`src/rtl/proto_field_encoder_pkg.sv`:
```
// rtl/proto_field_encoder_pkg.sv - shared constants, wire types and encoder state for the field encoder
package proto_field_encoder_pkg;

    localparam int IDENTIFIER_SIZE = 4;
    localparam int VALUE_WIDTH     = 64;
    localparam int KEY_SIZE        = IDENTIFIER_SIZE + 3;

    typedef logic [2:0] wire_type_t;

    localparam wire_type_t WT_VARINT  = 3'd0;
    localparam wire_type_t WT_FIXED64 = 3'd1;
    localparam wire_type_t WT_LEN     = 3'd2;
    localparam wire_type_t WT_FIXED32 = 3'd5;

    typedef enum logic [1:0] {
        ST_IDLE,
        ST_KEY,
        ST_VALUE
    } enc_state_t;

    function automatic logic wt_supported(input wire_type_t wt);
        return (wt == WT_VARINT) || (wt == WT_FIXED64) ||
               (wt == WT_LEN)    || (wt == WT_FIXED32);
    endfunction

    // Varint and length values both go through the varint emitter
    function automatic logic wt_is_varint(input wire_type_t wt);
        return (wt == WT_VARINT) || (wt == WT_LEN);
    endfunction

endpackage

```
`src/rtl/proto_field_encoder_varint.sv`:
```
// rtl/proto_field_encoder_varint.sv - varint emitter: 7-bit groups with continuation bit under valid/ready
module proto_varint_emitter
    import proto_field_encoder_pkg::*;
#(
    parameter int VALUE_WIDTH = proto_field_encoder_pkg::VALUE_WIDTH
) (
    input  logic                   clk,
    input  logic                   rst_n,
    input  logic                   load,
    input  logic [VALUE_WIDTH-1:0] load_value,
    input  logic                   byte_ready,
    output logic                   byte_valid,
    output logic [7:0]             byte_data,
    output logic                   byte_final
);

    logic [VALUE_WIDTH-1:0] shreg;

    // Termination is by value: the byte is final once nothing remains above bit 6
    assign byte_final = ~|shreg[VALUE_WIDTH-1:7];
    assign byte_data  = {~byte_final, shreg[6:0]};

    // Load a new value (wins over an advance) or drop the accepted 7-bit group
    always_ff @(posedge clk) begin
        if (!rst_n) begin
            shreg      <= '0;
            byte_valid <= 1'b0;
        end else if (load) begin
            shreg      <= load_value;
            byte_valid <= 1'b1;
        end else if (byte_valid && byte_ready) begin
            shreg <= shreg >> 7;
            if (byte_final) begin
                byte_valid <= 1'b0;
            end
        end
    end

endmodule

```
`src/rtl/proto_field_encoder.sv`:
```
// rtl/proto_field_encoder.sv - serializes field descriptors into protobuf wire-format bytes
module proto_field_encoder
    import proto_field_encoder_pkg::*;
#(
    parameter int IDENTIFIER_SIZE = proto_field_encoder_pkg::IDENTIFIER_SIZE,
    parameter int VALUE_WIDTH     = proto_field_encoder_pkg::VALUE_WIDTH
) (
    input  logic                       clk,
    input  logic                       rst_n,
    input  logic                       in_valid,
    output logic                       in_ready,
    input  logic [IDENTIFIER_SIZE-1:0] in_field_id,
    input  logic [2:0]                 in_wire_type,
    input  logic [VALUE_WIDTH-1:0]     in_value,
    input  logic                       in_raw,
    input  logic                       in_last,
    output logic                       out_valid,
    input  logic                       out_ready,
    output logic [7:0]                 out_data,
    output logic                       out_last,
    output logic                       err
);

    localparam int KEY_W = IDENTIFIER_SIZE + 3;

    enc_state_t state, state_next;

    wire_type_t             lat_wt;
    logic [VALUE_WIDTH-1:0] lat_value;
    logic                   lat_last;

    // Fixed-width little-endian path; raw bytes reuse it with a count of 1
    logic                   use_fix;
    logic [VALUE_WIDTH-1:0] fix_shreg;
    logic [3:0]             fix_cnt;

    logic                   vint_load;
    logic [VALUE_WIDTH-1:0] vint_load_value;
    logic                   vint_advance;
    logic                   vint_valid;
    logic [7:0]             vint_data;
    logic                   vint_final;

    logic accept;
    logic xfer;
    logic cur_final;
    logic key_done;

    proto_varint_emitter #(
        .VALUE_WIDTH(VALUE_WIDTH)
    ) u_varint (
        .clk       (clk),
        .rst_n     (rst_n),
        .load      (vint_load),
        .load_value(vint_load_value),
        .byte_ready(vint_advance),
        .byte_valid(vint_valid),
        .byte_data (vint_data),
        .byte_final(vint_final)
    );

    assign in_ready  = (state == ST_IDLE);
    assign accept    = in_valid && in_ready;
    assign out_valid = use_fix ? (fix_cnt != 4'd0) : vint_valid;
    assign out_data  = use_fix ? fix_shreg[7:0] : vint_data;
    assign xfer      = out_valid && out_ready;
    assign cur_final = use_fix ? (fix_cnt == 4'd1) : vint_final;
    assign key_done  = (state == ST_KEY) && xfer && vint_final;
    assign out_last  = (state == ST_VALUE) && out_valid && cur_final && lat_last;

    // State register; reset drops any partial field
    always_ff @(posedge clk) begin
        if (!rst_n) begin
            state <= ST_IDLE;
        end else begin
            state <= state_next;
        end
    end

    // Next-state: key first, then value, back to idle after the last value byte
    always_comb begin
        state_next = state;
        case (state)
            ST_IDLE: begin
                if (in_valid) begin
                    if (in_raw) begin
                        state_next = ST_VALUE;
                    end else if (wt_supported(in_wire_type)) begin
                        state_next = ST_KEY;
                    end
                end
            end
            ST_KEY: begin
                if (key_done) begin
                    state_next = ST_VALUE;
                end
            end
            ST_VALUE: begin
                if (xfer && cur_final) begin
                    state_next = ST_IDLE;
                end
            end
            default: state_next = ST_IDLE;
        endcase
    end

    // Varint emitter control: key on accept, value/length right after the last key byte
    always_comb begin
        vint_load       = 1'b0;
        vint_load_value = '0;
        if (accept && !in_raw && wt_supported(in_wire_type)) begin
            vint_load       = 1'b1;
            vint_load_value = {{(VALUE_WIDTH-KEY_W){1'b0}}, in_field_id, in_wire_type};
        end else if (key_done && wt_is_varint(lat_wt)) begin
            vint_load       = 1'b1;
            vint_load_value = lat_value;
        end
        vint_advance = xfer && !use_fix;
    end

    // Descriptor latch, fixed/raw byte path and error pulse
    always_ff @(posedge clk) begin
        if (!rst_n) begin
            lat_wt    <= WT_VARINT;
            lat_value <= '0;
            lat_last  <= 1'b0;
            use_fix   <= 1'b0;
            fix_shreg <= '0;
            fix_cnt   <= 4'd0;
            err       <= 1'b0;
        end else begin
            err <= accept && !in_raw && !wt_supported(in_wire_type);
            if (accept) begin
                lat_wt    <= in_wire_type;
                lat_value <= in_value;
                lat_last  <= in_last;
                if (in_raw) begin
                    use_fix   <= 1'b1;
                    fix_shreg <= {{(VALUE_WIDTH-8){1'b0}}, in_value[7:0]};
                    fix_cnt   <= 4'd1;
                end else begin
                    use_fix <= 1'b0;
                end
            end else if (key_done && !wt_is_varint(lat_wt)) begin
                use_fix <= 1'b1;
                if (lat_wt == WT_FIXED32) begin
                    fix_shreg <= {{(VALUE_WIDTH-32){1'b0}}, lat_value[31:0]};
                    fix_cnt   <= 4'd4;
                end else begin
                    fix_shreg <= lat_value;
                    fix_cnt   <= 4'd8;
                end
            end else if ((state == ST_VALUE) && use_fix && xfer) begin
                fix_shreg <= {8'h00, fix_shreg[VALUE_WIDTH-1:8]};
                fix_cnt   <= fix_cnt - 4'd1;
            end
        end
    end

endmodule
```
`config.mk`:
```
export PLATFORM = sky130hd
export DESIGN_NAME = proto_field_encoder
export DESIGN_NICKNAME = d
export VERILOG_FILES = /design/src/rtl/proto_field_encoder_pkg.sv /design/src/rtl/proto_field_encoder_varint.sv /design/src/rtl/proto_field_encoder.sv
export SDC_FILE = /design/constraint.sdc
export NUM_CORES = 1
export LEC_CHECK = 0
export CORE_UTILIZATION = 29
export CTS_BUF_LIST = sky130_fd_sc_hd__clkbuf_16
export CTS_CLUSTER_SIZE = 28
export DETAILED_ROUTE_END_ITERATION = 10
export HOLD_SLACK_MARGIN = 0.02
export PLACE_DENSITY_LB_ADDON = 0.2
export SLEW_MARGIN = 10
export SYNTH_ARGS = -nofsm -noshare
export SYNTH_HDL_FRONTEND = slang
export SYNTH_SLANG_ARGS = --single-unit
export TNS_END_PERCENT = 5
```
`constraint.sdc`:
```
create_clock -name clk -period 3.7 [get_ports clk]
set_input_delay 0.925 -clock clk [delete_from_list [all_inputs] [get_ports clk]]
set_output_delay 0.925 -clock clk [all_outputs]
set_load 0.02 [all_outputs]
```
== Yosys cells after proc, flatten, opt, wreduce, memory -nomap -nowiden ==
Index checks and enable logic that the tools add are counted.
Storage, ports and cells
  bits in registers: 205
  input port bits: 77
  logic and storage cells: 93
Cells by class
  add/subtract/negate cells: 1
  equal/unequal tests: 14
  reductions and logical operators: 37
  multiplexer cells: 31
Operators by type and width (number)
  $mux W64: 9
  $reduce_or A57 Y1: 1
  $mux W4: 5
  $logic_and A1 B1 Y1: 17
  $mux W1: 10
  $mux W2: 5
  $mux W8: 1
  $eq A3 B2 Y1 const B: 2
  $eq A3 B3 Y1 const B: 2
  $logic_not A3 Y1: 2
  $ne A2 B2 Y1 const B: 3
  $pmux W2 S3: 1
  $logic_not A1 Y1: 5
  $eq A4 B1 Y1 const B: 1
  $logic_or A1 B1 Y1: 4
  $ne A2 B1 Y1 const B: 2
  $reduce_and A2 Y1: 2
  $reduce_and A4 Y1: 1
  $reduce_bool A2 Y1: 2
  $reduce_bool A4 Y1: 1
  $sub A4 B1 Y4 const B: 1
  $eq A3 B1 Y1 const B: 1
  $ne A3 B1 Y1 const B: 1
  $reduce_bool A3 Y1: 1
  3 further kinds: 3

== Longest topological paths before layout ==
Gate-level depths: netlist of run 1.
  word-level depth: 10
  depth in mapped cells: 11
  mapped depth without buffers: 8

== Cells and area by module ==
A second synthesis of run 1 with hierarchy kept.
Second synthesis, totals
  cells, all modules: 1193
  area total of the unflattened synthesis: 9850.7 um2
Modules (own cells, without submodules)
  proto_field_encoder: times used 1, area each 6656.4 um2, cells an instance 813, sequential area each 2802.7 um2
  proto_varint_emitter: times used 1, area each 3194.3 um2, cells an instance 380, sequential area each 1301.2 um2

== Worst setup path after synthesis of run 1 ==
Ideal clock, no wire load.
  path kind: register to output
  start point: reg u_varint.shreg[57]
  end point: out out_last
  arrival: 1.847 ns
  buffers on the path: 1
  stages on the path, launching flop included: 7
  setup slack: 0.928 ns
  required time: 2.775 ns
  cell sequence: dfxtp_1 nor4_1 nand4_1 or4_1 buf_2 nor2_1 o2111a_1
Between the ends
  word-level cells in the longest chain between the ends: 5
Ends and longest elaborated chain
  from (decl): RTL line proto_field_encoder_varint.sv:17  | logic [VALUE_WIDTH-1:0] shreg;
  from (signal assigned): RTL line proto_field_encoder_varint.sv:29  | shreg <= load_value;
  from (signal assigned): RTL line proto_field_encoder_varint.sv:32  | shreg <= shreg >> 7;
  $reduce_or A57 Y1: RTL line proto_field_encoder_varint.sv:20  | assign byte_final = ~|shreg[VALUE_WIDTH-1:7];
  $logic_not A1 Y1: RTL line proto_field_encoder_varint.sv:20
  $mux W1: RTL line proto_field_encoder.sv:67  | assign cur_final = use_fix ? (fix_cnt == 4'd1) : vint_final;
  $logic_and A1 B1 Y1 (2 in a row): RTL line proto_field_encoder.sv:69  | assign out_last = (state == ST_VALUE) && out_valid && cur_final && lat_last;
  to (decl): RTL line proto_field_encoder.sv:20  | output logic out_last,
No other way between the ends.

== Worst setup path after layout of run 1 ==
  start point: reg u_varint.shreg[53]
  end point: out out_last
The elaborated chain is that of the path after synthesis.

==> out/results.tsv, run 1 <==
stage	metric	value	unit
timing	Final Hold Fails	0	
clock_tree	TritonCTS buffer count	24	
timing	Final Slew Violations	0	
layout	Antenna Cells	0	
pwr	Sw Pwr	0.00145	W
critical_path	CP required	2.77	ns
drt	vias per cell	5.03	
global_routing	total global-route track usage	17.3	%
global_routing	pin count of the biggest net entering global routing	75	
logic_synthesis	Syn Nets	1175	
timing	Slew HR	43.7	%
pwr	Gate power share	12.4	%
layout	final instance area	0.0107	mm²
drt	WL final	26300	µm
critical_path	CP Data Arrival Time	2.69	ns
clock_tree	H-tree depth	1	
logic_synthesis	Synth Area per Inst	7.88	µm²
drt	WL per Instance	17.0	µm
clock_tree	Clk Tree Root Cell	clkbuf_16	
pwr	switching share of power	26.3	%
pwr	power share of the clock group	42.8	%
status	run status	finished, final reports clean	
logic_synthesis	register area share after synthesis	47.6	%
die	row cnt	62	
min_path	Worst Hold Class	register to register	
die	die area	0.0304	mm²
die	Core Area	0.0290	mm²
layout	nets	1225	
layout	area grow syn2layout	24.0	%
drt	1st-iter DRT viols	641	
critical_path	critical path class	register to output port	
timing	total negative setup slack	0	ns
die	Starting Density	29.7	%
pwr	Leakage	3.86	nW
logic_synthesis	area leader, netlist	dfxtp_1	
logic_synthesis	Commonest cells post-synth	nand2_1 (221), dfxtp_1 (205), nor2_1 (160)	
timing	Slew @ Worst Pin	0.844	ns
pwr	sequential share of power	44.8	%
critical_path	Critical Path Sink Type	output port	
drt	residual DRC count	0	
placement	RD Place Congestion	0.799	
critical_path	Reg2Reg Depth	8	
clock_tree	Post-CTS Hold Fix Bufs	0	
critical_path	crit start category	register	
logic_synthesis	Post-synth top flop	dfxtp_1	
timing	achievable frequency	277	MHz
logic_synthesis	register bit total from synthesis	205	
logic_synthesis	Yosys cell types	52	
die	die height	174	µm
placement	DP HPWL	17300	µm
die	die span in x	174	µm
timing	setup violators final	0	
pwr	P_int	0.00407	W
timing	fin crit share	97.7	%
logic_synthesis	Async S/R FF share, synth	0	%
timing	Worst Hold Margin	0.451	ns
clock_tree	Worst-Skew Late Latency	0.51	ns
clock_tree	clock net sink count	205	
timing	RSZ-0062 raised after global routing	false	
drt	via count	7778	
logic_synthesis	Mapped Cells	1095	
global_routing	total grt overflow	0	
global_routing	number of global-route vias before repair	7610	
clock_tree	CTS tree	built	
timing	Fin Clk Skew	0.00849	ns
placement	post-placement cell area	0.00987	mm²
logic_synthesis	top-count cell post-synth	nand2_1	
logic_synthesis	yosys warns	0	
logic_synthesis	Synth area leaders	dfxtp_1 (48%), nand2_1 (9.6%), a21oi_1 (9.0%)	
clock_tree	clk buf depth	3	
global_routing	initial antenna violation count	0	
global_routing	first-pass GRT wire length	42800	µm
pwr	Power Density	517	mW/mm²
critical_path	CP Max Fanout	3	
logic_synthesis	Yosys top cell area share	47.6	%
layout	share of layout cells above drive strength 1	8.68	%
logic_synthesis	number of synthesized flops with an enable pin	0	
die	IO Count	89	
placement	IO Port Bufs	88	
flow_run	Maximum Capacitance Violations	0	
drt	drt pass-1 iters	5	
timing	post-layout min period	3.61	ns
logic_synthesis	synthesized area	0.00862	mm²
drt	ANT nets after route	0	
clock_tree	clk slew on worst S/H paths	0.06	ns
pwr	worst vdd ir	0.000284	V
min_path	hold path depth	2	
[power by group through the flow]
stage	registers [W]	logic [W]	clock network, W
floorplan	0.00247	0.000436	0
global placement	0.00252	0.000689	0
detailed placement	0.00252	0.000688	0
CTS	0.00247	0.000691	0.00242
global route	0.00249	0.000766	0.00253
finish	0.00247	0.000686	0.00237
[critical path: stages (launching register included)]
cell	delay, ns
dfxtp_1	0.32
nor4_1	0.34
nand4_1	0.21
or4_4	0.60
nor2_2	0.18
o2111a_1	0.23
clkdlybuf4s15_1	0.30
[through the flow]
step           util [%]  power (W)  cells  worst slack (ns)
2_1_floorplan         -    0.00290   1095             0.928
6_report           36.9    0.00553   1547            0.0859
5_1_grt            36.9    0.00579   1547            0.0121
3_5_place_dp       34.0    0.00321   1503             0.165
4_1_cts            36.8    0.00558   1547           0.00897
3_3_place_gp       34.0    0.00320   1503             0.169
[worst paths after layout]
kind | start | endpoint | slack (ns)
setup / recovery | u_varint.shreg[53] | out_last | 0.09
hold / removal | fix_shreg[31] | fix_shreg[31] | 0.45
setup reg to reg | u_varint.shreg[53] | u_varint.shreg[3] | 1.07
hold reg to reg | fix_shreg[31] | fix_shreg[31] | 0.45
[routing by layer]
layer / vias up / global-route usage [%] / wire (µm)
met4: 0 / 3.55 / 338
met2: 153 / 26.9 / 11500
li1: 3936 / - / -
met1: 3663 / 25.2 / 13400
met3: 26 / 2.54 / 1020
met5: - / 0 / 0
[timing repair]
action	4_1_cts	5_1_grt
pin swaps	0	1
gates resized for setup	4	5
endpoints found under the setup margin	2	1
setup buffers	0	0
[cell type report]
type | count | area, µm²
multi-input combinational | 791 | 4120
tap | 384 | 480
clock buffer | 25 | 626
sequential | 205 | 4100
timing repair buffer | 116 | 1160
clock inverter | 19 | 168
inverter | 7 | 28.8
fill | 3098 | 18300
[cells by family after synthesis]
family                     share of synthesized area [%]
muxes                                               1.16
AOI/OAI and AO/OA                                   24.1
DFF                                                 47.6
adders and majority gates                          0.435
buffers and inverters                               5.44
and+or+nand+nor                                     21.3
[placed cells by master, fill, tap and decap left out, drive strengths merged, types with 2 or more instances in the layout]
cell,count
nor2,160
ha,3
a22oi,15
mux2,8
a31oi,3
a22o,5
clkinv,14
dfxtp,205
o31ai,9
o21ai,76
a221oi,32
bufinv,3
nor2b,2
a32oi,24
nand3,15
nor4b,3
nor4,15
buf,28
and2,2
clkdlybuf4s50,86
inv,8
clkbuf,25
o211ai,3
nand4,4
a21oi,155
o221a,6
nand2,221
nor3,12
a21o,2
[flip-flops by register name, summed over array words and instances, names as in the netlist]
register and flops:
fix_cnt 4, err 1, lat_last 1, state 2, u_varint.shreg 64, u_varint.byte_valid 1, lat_wt 3, fix_shreg 64
use_fix 1, lat_value 64
Note: power is estimated with default switching activity, not from simulation.
==> inputs of run 2 (changes only) <==
--- a/config.mk
+++ b/config.mk
@@ -5,12 +5,13 @@
 export SDC_FILE = /design/constraint.sdc
 export NUM_CORES = 1
 export LEC_CHECK = 0
-export CORE_UTILIZATION = 29
+export CORE_UTILIZATION = 49
 export CTS_BUF_LIST = sky130_fd_sc_hd__clkbuf_16
 export CTS_CLUSTER_SIZE = 28
 export DETAILED_ROUTE_END_ITERATION = 10
 export HOLD_SLACK_MARGIN = 0.02
 export PLACE_DENSITY_LB_ADDON = 0.2
+export SKIP_LAST_GASP = 1
 export SLEW_MARGIN = 10
 export SYNTH_ARGS = -nofsm -noshare
 export SYNTH_HDL_FRONTEND = slang
==> out/results.tsv, run 2 (synthesis results as in run 1) <==
stage	metric	value	unit
critical_path	Critical R2R Capture	u_varint.shreg[37]	
timing	Final Hold Fails	0	
global_routing	total global-route track usage	26.5	%
timing	setup ws final	-0.0109	ns
die	Core Area	0.0172	mm²
layout	top flop regs	fix_shreg x64, lat_value x64, u_varint.shreg x64	
drt	1st-iter DRT viols	810	
pwr	sequential share of power	46.2	%
layout	final instance area	0.0104	mm²
clock_tree	Worst-Skew Late Latency	0.51	ns
global_routing	total grt overflow	0	
critical_path	CP required	2.77	ns
layout	final std cells w/o fill	1381	
layout	share of layout cells above drive strength 1	7.70	%
pwr	P_int	0.00396	W
layout	nets	1222	
critical_path	Reg2Reg Depth	8	
drt	residual DRC count	0	
layout	commonest non-fill, non-tap cell in the layout	nand2_1	
clock_tree	TritonCTS buffer count	22	
drt	vias per cell	5.86	
min_path	hold path depth	2	
critical_path	crit start category	register	
min_path	Min-Delay Endpoint	fix_shreg[30]	
clock_tree	clock net sink count	205	
critical_path	CP Data Arrival Time	2.79	ns
clock_tree	H-tree depth	1	
drt	via count	8093	
pwr	worst vdd ir	0.000308	V
global_routing	first-pass GRT wire length	38700	µm
timing	Fin Clk Skew	0.0138	ns
pwr	power share of the clock group	41.2	%
clock_tree	CTS tree	built	
critical_path	reg-to-reg critical path startpoint	u_varint.shreg[38]	
die	die height	135	µm
global_routing	initial antenna violation count	0	
critical_path	Critical Path Sink Type	output port	
status	failing checks	negative setup slack	
drt	WL final	24100	µm
critical_path	Crit-path slowest cell	or4_1	
timing	RSZ-0062 raised after global routing	true	
critical_path	CP Max Fanout	3	
clock_tree	post-CTS sizing	2	
die	IO Count	89	
die	Starting Density	50.0	%
drt	drt pass-1 iters	6	
clock_tree	post-CTS setup repair buffer count	0	
timing	post-layout min period	3.71	ns
min_path	Worst Hold Class	register to register	
placement	pre-CTS setup slack	0.167	ns
timing	Slew @ Worst Pin	0.819	ns
clock_tree	clk buf depth	3	
global_routing	pin count of the biggest net entering global routing	65	
pwr	Gate power share	12.6	%
flow_run	Maximum Capacitance Violations	0	
timing	Final Slew Violations	0	
status	run status	complete, but fails checks	
clock_tree	Post-CTS Hold Fix Bufs	0	
critical_path	critical path class	register to output port	
critical_path	worst-path cell chain	nor4_2, nand4_1, or4_1, nor2_1, o2111a_1, dlygate4sd2_1	
timing	setup violators final	1	
drt	ANT nets after route	0	
critical_path	reg2reg setup slack	0.96	ns
min_path	Hold Crit Start	fix_shreg[30]	
pwr	Leakage	3.81	nW
die	die area	0.0181	mm²
layout	area grow syn2layout	20.2	%
placement	Placed Cells incl. Taps	1343	
pwr	Sw Pwr	0.00140	W
pwr	switching share of power	26.1	%
die	die span in x	135	µm
clock_tree	clk slew on worst S/H paths	0.06	ns
global_routing	number of global-route vias before repair	7309	
timing	achievable frequency	269	MHz
placement	IO Port Bufs	88	
timing	fin crit share	100	%
placement	DP HPWL	15300	µm
drt	WL per Instance	17.5	µm
placement	post-placement cell area	0.00964	mm²
pwr	Power Density	517	mW/mm²
die	row cnt	48	
timing	Slew HR	45.4	%
timing	total negative setup slack	-0.0109	ns
critical_path	worst stage delay on the critical path	0.61	ns
clock_tree	Clk Tree Root Cell	clkbuf_16	
timing	Worst Hold Margin	0.450	ns
layout	Antenna Cells	0	
layout	most frequent cells in the layout	nand2_1 (221), dfxtp_1 (205), nor2_1 (159)	
placement	RD Place Congestion	0.855	
==> run 2: metrics by stage <==
step | power (W) | utilization [%]
5_1_grt | 0.00556 | 60.2
3_5_place_dp | 0.00319 | 55.9
4_1_cts | 0.00538 | 60.1
3_3_place_gp | 0.00318 | 55.9
6_report | 0.00536 | 60.2
2_1_floorplan | 0.00290 | -
==> run 2: critical path, delay by kind of cell (launching register included) <==
| family | cells | cell delay [ns] |
|---|---|---|
| buf+inv | 1 | 0.33 |
| flops | 1 | 0.32 |
| compound gates | 1 | 0.25 |
| simple gates | 4 | 1.37 |
==> run 2: metal layers <==
metal	share of wire (%)	routed length (µm)	GRT usage, %	up-vias
li1	-	-	-	3931
met1	47	11300	39.0	3783
met2	43	10400	40.9	339
met3	8.0	1930	3.60	40
met4	1.8	436	6.49	0
met5	0	0	0	-
==> run 2: area by class of cell <==
| cell class | instances | area, µm² |
|---|---|---|
| fill | 1606 | 6870 |
| sequential | 205 | 4100 |
| multi-input combinational | 791 | 4100 |
| timing repair buffer | 115 | 1130 |
| clock buffer | 23 | 576 |
| tap | 225 | 282 |
| clock inverter | 15 | 146 |
| inverter | 7 | 28.8 |
==> run 2: how the worst max path moves through the flow <==
| stage | end | depth (start not counted) | startpoint | slack, ns |
|---|---|---|---|---|
| floorplan | out_last | 6 | u_varint.shreg[57] | 0.93 |
| global placement | out_last | 6 | u_varint.shreg[38] | 0.22 |
| detailed placement | u_varint.shreg[1] | 7 | in_valid | 0.17 |
| CTS | out_data[7] | 6 | u_varint.shreg[38] | -0.07 |
| global route | out_last | 6 | u_varint.shreg[57] | -0.12 |
| finish | out_last | 6 | u_varint.shreg[38] | -0.01 |
==> run 2: power groups by stage <==
stage	Combinational (W)	Sequential, W	Clock [W]
after detailed placement	0.000669	0.00252	0
after CTS	0.000674	0.00247	0.00223
after global routing	0.000744	0.00249	0.00233
after global placement	0.000663	0.00251	0
after floorplan	0.000436	0.00247	0
final	0.000676	0.00247	0.00221
==> inputs of run 3 (changes only) <==
--- a/config.mk
+++ b/config.mk
@@ -5,12 +5,12 @@
 export SDC_FILE = /design/constraint.sdc
 export NUM_CORES = 1
 export LEC_CHECK = 0
-export CORE_UTILIZATION = 49
+export CORE_UTILIZATION = 35
 export CTS_BUF_LIST = sky130_fd_sc_hd__clkbuf_16
+export CTS_CLUSTER_DIAMETER = 60
 export CTS_CLUSTER_SIZE = 28
 export DETAILED_ROUTE_END_ITERATION = 10
 export HOLD_SLACK_MARGIN = 0.02
-export PLACE_DENSITY_LB_ADDON = 0.2
 export SKIP_LAST_GASP = 1
 export SLEW_MARGIN = 10
 export SYNTH_ARGS = -nofsm -noshare
==> out/results.tsv, run 3 (synthesis results as in run 1) <==
stage	metric	value	unit
status	run status	finished, final reports clean	
pwr	Leakage	3.76	nW
global_routing	number of global-route vias before repair	7611	
timing	setup violators final	0	
drt	via count	7925	
clock_tree	Worst-Skew Late Latency	0.51	ns
critical_path	Reg2Reg Depth	5	
critical_path	Critical Path Sink Type	output port	
clock_tree	Clk Tree Root Cell	clkbuf_16	
placement	DP HPWL	16400	µm
critical_path	worst stage delay on the critical path	0.61	ns
critical_path	worst-path cell chain	nor4_1, nand4_1, or4_1, nor2_2, o2111a_1, dlygate4sd2_1	
placement	post-placement cell area	0.00981	mm²
global_routing	total grt overflow	0	
timing	achievable frequency	279	MHz
global_routing	total global-route track usage	19.3	%
timing	Slew HR	47.2	%
placement	Placed Cells incl. Taps	1443	
die	die height	159	µm
timing	Fin Clk Skew	0.0285	ns
critical_path	CP Max Fanout	3	
drt	WL per Instance	16.6	µm
timing	post-layout min period	3.59	ns
layout	share of layout cells above drive strength 1	7.84	%
clock_tree	clock net sink count	205	
drt	drt pass-1 iters	5	
pwr	worst vdd ir	0.000249	V
critical_path	Crit-path slowest cell	or4_1	
clock_tree	CTS tree	built	
pwr	Power Density	487	mW/mm²
drt	1st-iter DRT viols	623	
critical_path	CP Data Arrival Time	2.66	ns
placement	RD Place Congestion	0.886	
layout	Antenna Cells	0	
drt	WL final	24400	µm
layout	area grow syn2layout	20.8	%
clock_tree	Post-CTS Hold Fix Bufs	0	
timing	RSZ-0062 raised after global routing	true	
critical_path	reg-to-reg critical path startpoint	use_fix	
timing	total negative setup slack	0	ns
die	IO Count	89	
timing	fin crit share	96.9	%
timing	Final Slew Violations	0	
layout	most frequent cells in the layout	nand2_1 (221), dfxtp_1 (205), nor2_1 (158)	
timing	Slew @ Worst Pin	0.792	ns
drt	residual DRC count	0	
die	die span in x	159	µm
clock_tree	clk buf depth	3	
clock_tree	TritonCTS buffer count	17	
min_path	Worst Hold Class	register to register	
die	die area	0.0253	mm²
clock_tree	clk slew on worst S/H paths	0.09	ns
critical_path	critical path class	register to output port	
critical_path	Critical R2R Capture	u_varint.shreg[0]	
layout	top flop regs	fix_shreg x64, lat_value x64, u_varint.shreg x64	
layout	nets	1218	
critical_path	worst setup path endpoint	out_last	
die	row cnt	57	
global_routing	pin count of the biggest net entering global routing	66	
critical_path	crit start category	register	
die	Core Area	0.0242	mm²
layout	commonest non-fill, non-tap cell in the layout	nand2_1	
timing	Final Hold Fails	0	
critical_path	Setup crit start	u_varint.shreg[57]	
die	Starting Density	35.6	%
drt	vias per cell	5.38	
drt	ANT nets after route	0	
global_routing	initial antenna violation count	0	
clock_tree	H-tree depth	1	
placement	IO Port Bufs	88	
critical_path	reg2reg setup slack	1.02	ns
global_routing	first-pass GRT wire length	40500	µm
critical_path	CP required	2.77	ns
min_path	Hold Crit Start	fix_shreg[26]	
layout	final instance area	0.0104	mm²
flow_run	Maximum Capacitance Violations	0	
layout	final std cells w/o fill	1472	
==> run 3: cell count changes in the layout (fill, tap and decap cells not counted), moves of 3 or more <==
cell / delta
buf_12: +3
bufinv_16: -3
clkbuf_16: -6
clkinv_1: -4
clkinv_2: -3
inv_1: -3
inv_12: +3
==> run 3: layer usage <==
metal | track usage [%] | vias to the layer above | routed length (µm)
li1 | - | 3923 | -
met1 | 27.2 | 3753 | 11600
met2 | 31.0 | 219 | 11000
met3 | 2.66 | 30 | 1450
met4 | 4.63 | 0 | 385
met5 | 0 | - | 0
==> run 3: report_power, final <==
part | switching, W | internal, W | total, W
Sequential | 0.000126 | 0.00235 | 0.00247
Clock | 0.000996 | 0.000938 | 0.00193
Combinational | 0.000377 | 0.000292 | 0.000669
==> run 3: worst max-delay path, delay by kind of cell (launching register included) <==
family | cells | cell delay (ns)
AO/OA/AOI/OAI | 1 | 0.24
flip-flops | 1 | 0.33
AND/OR/NAND/NOR | 4 | 1.27
buffers and inverters | 1 | 0.33
==> run 3: repair_timing <==
action / in CTS / in global routing
setup endpoints to repair: 2 / 2
buffers inserted: 0 / 0
resized for setup: 4 / 1
==> run 3: cell type report <==
class	instances	area, µm²
clock buffers	17	425
multi-input cells	791	4110
inverters	7	28.8
well taps	324	405
repair buffers	116	1180
fillers	2485	13800
flip-flops and latches	205	4100
clock inverters	12	170
==> run 3: per-stage QoR <==
stage | power [W] | util, % | setup WS (ns) | hold slack (ns)
6_report | 0.00508 | 43.0 | 0.114 | 0.458
5_1_grt | 0.00531 | 43.0 | -0.0366 | 0.471
4_1_cts | 0.00514 | 43.0 | 0.00616 | 0.458
3_5_place_dp | 0.00319 | 40.4 | 0.258 | 0.446
3_3_place_gp | 0.00318 | 40.4 | 0.258 | 0.441
2_1_floorplan | 0.00290 | - | 0.928 | 0.431
==> run 3: how the worst min path moves through the flow <==
stage	slack, ns	cells past startpoint	end
floorplan	0.43	2	lat_wt[1]
global placement	0.44	2	fix_shreg[26]
detailed placement	0.45	2	fix_shreg[25]
CTS	0.46	2	fix_shreg[25]
global route	0.47	2	fix_shreg[26]
finish	0.46	2	fix_shreg[26]
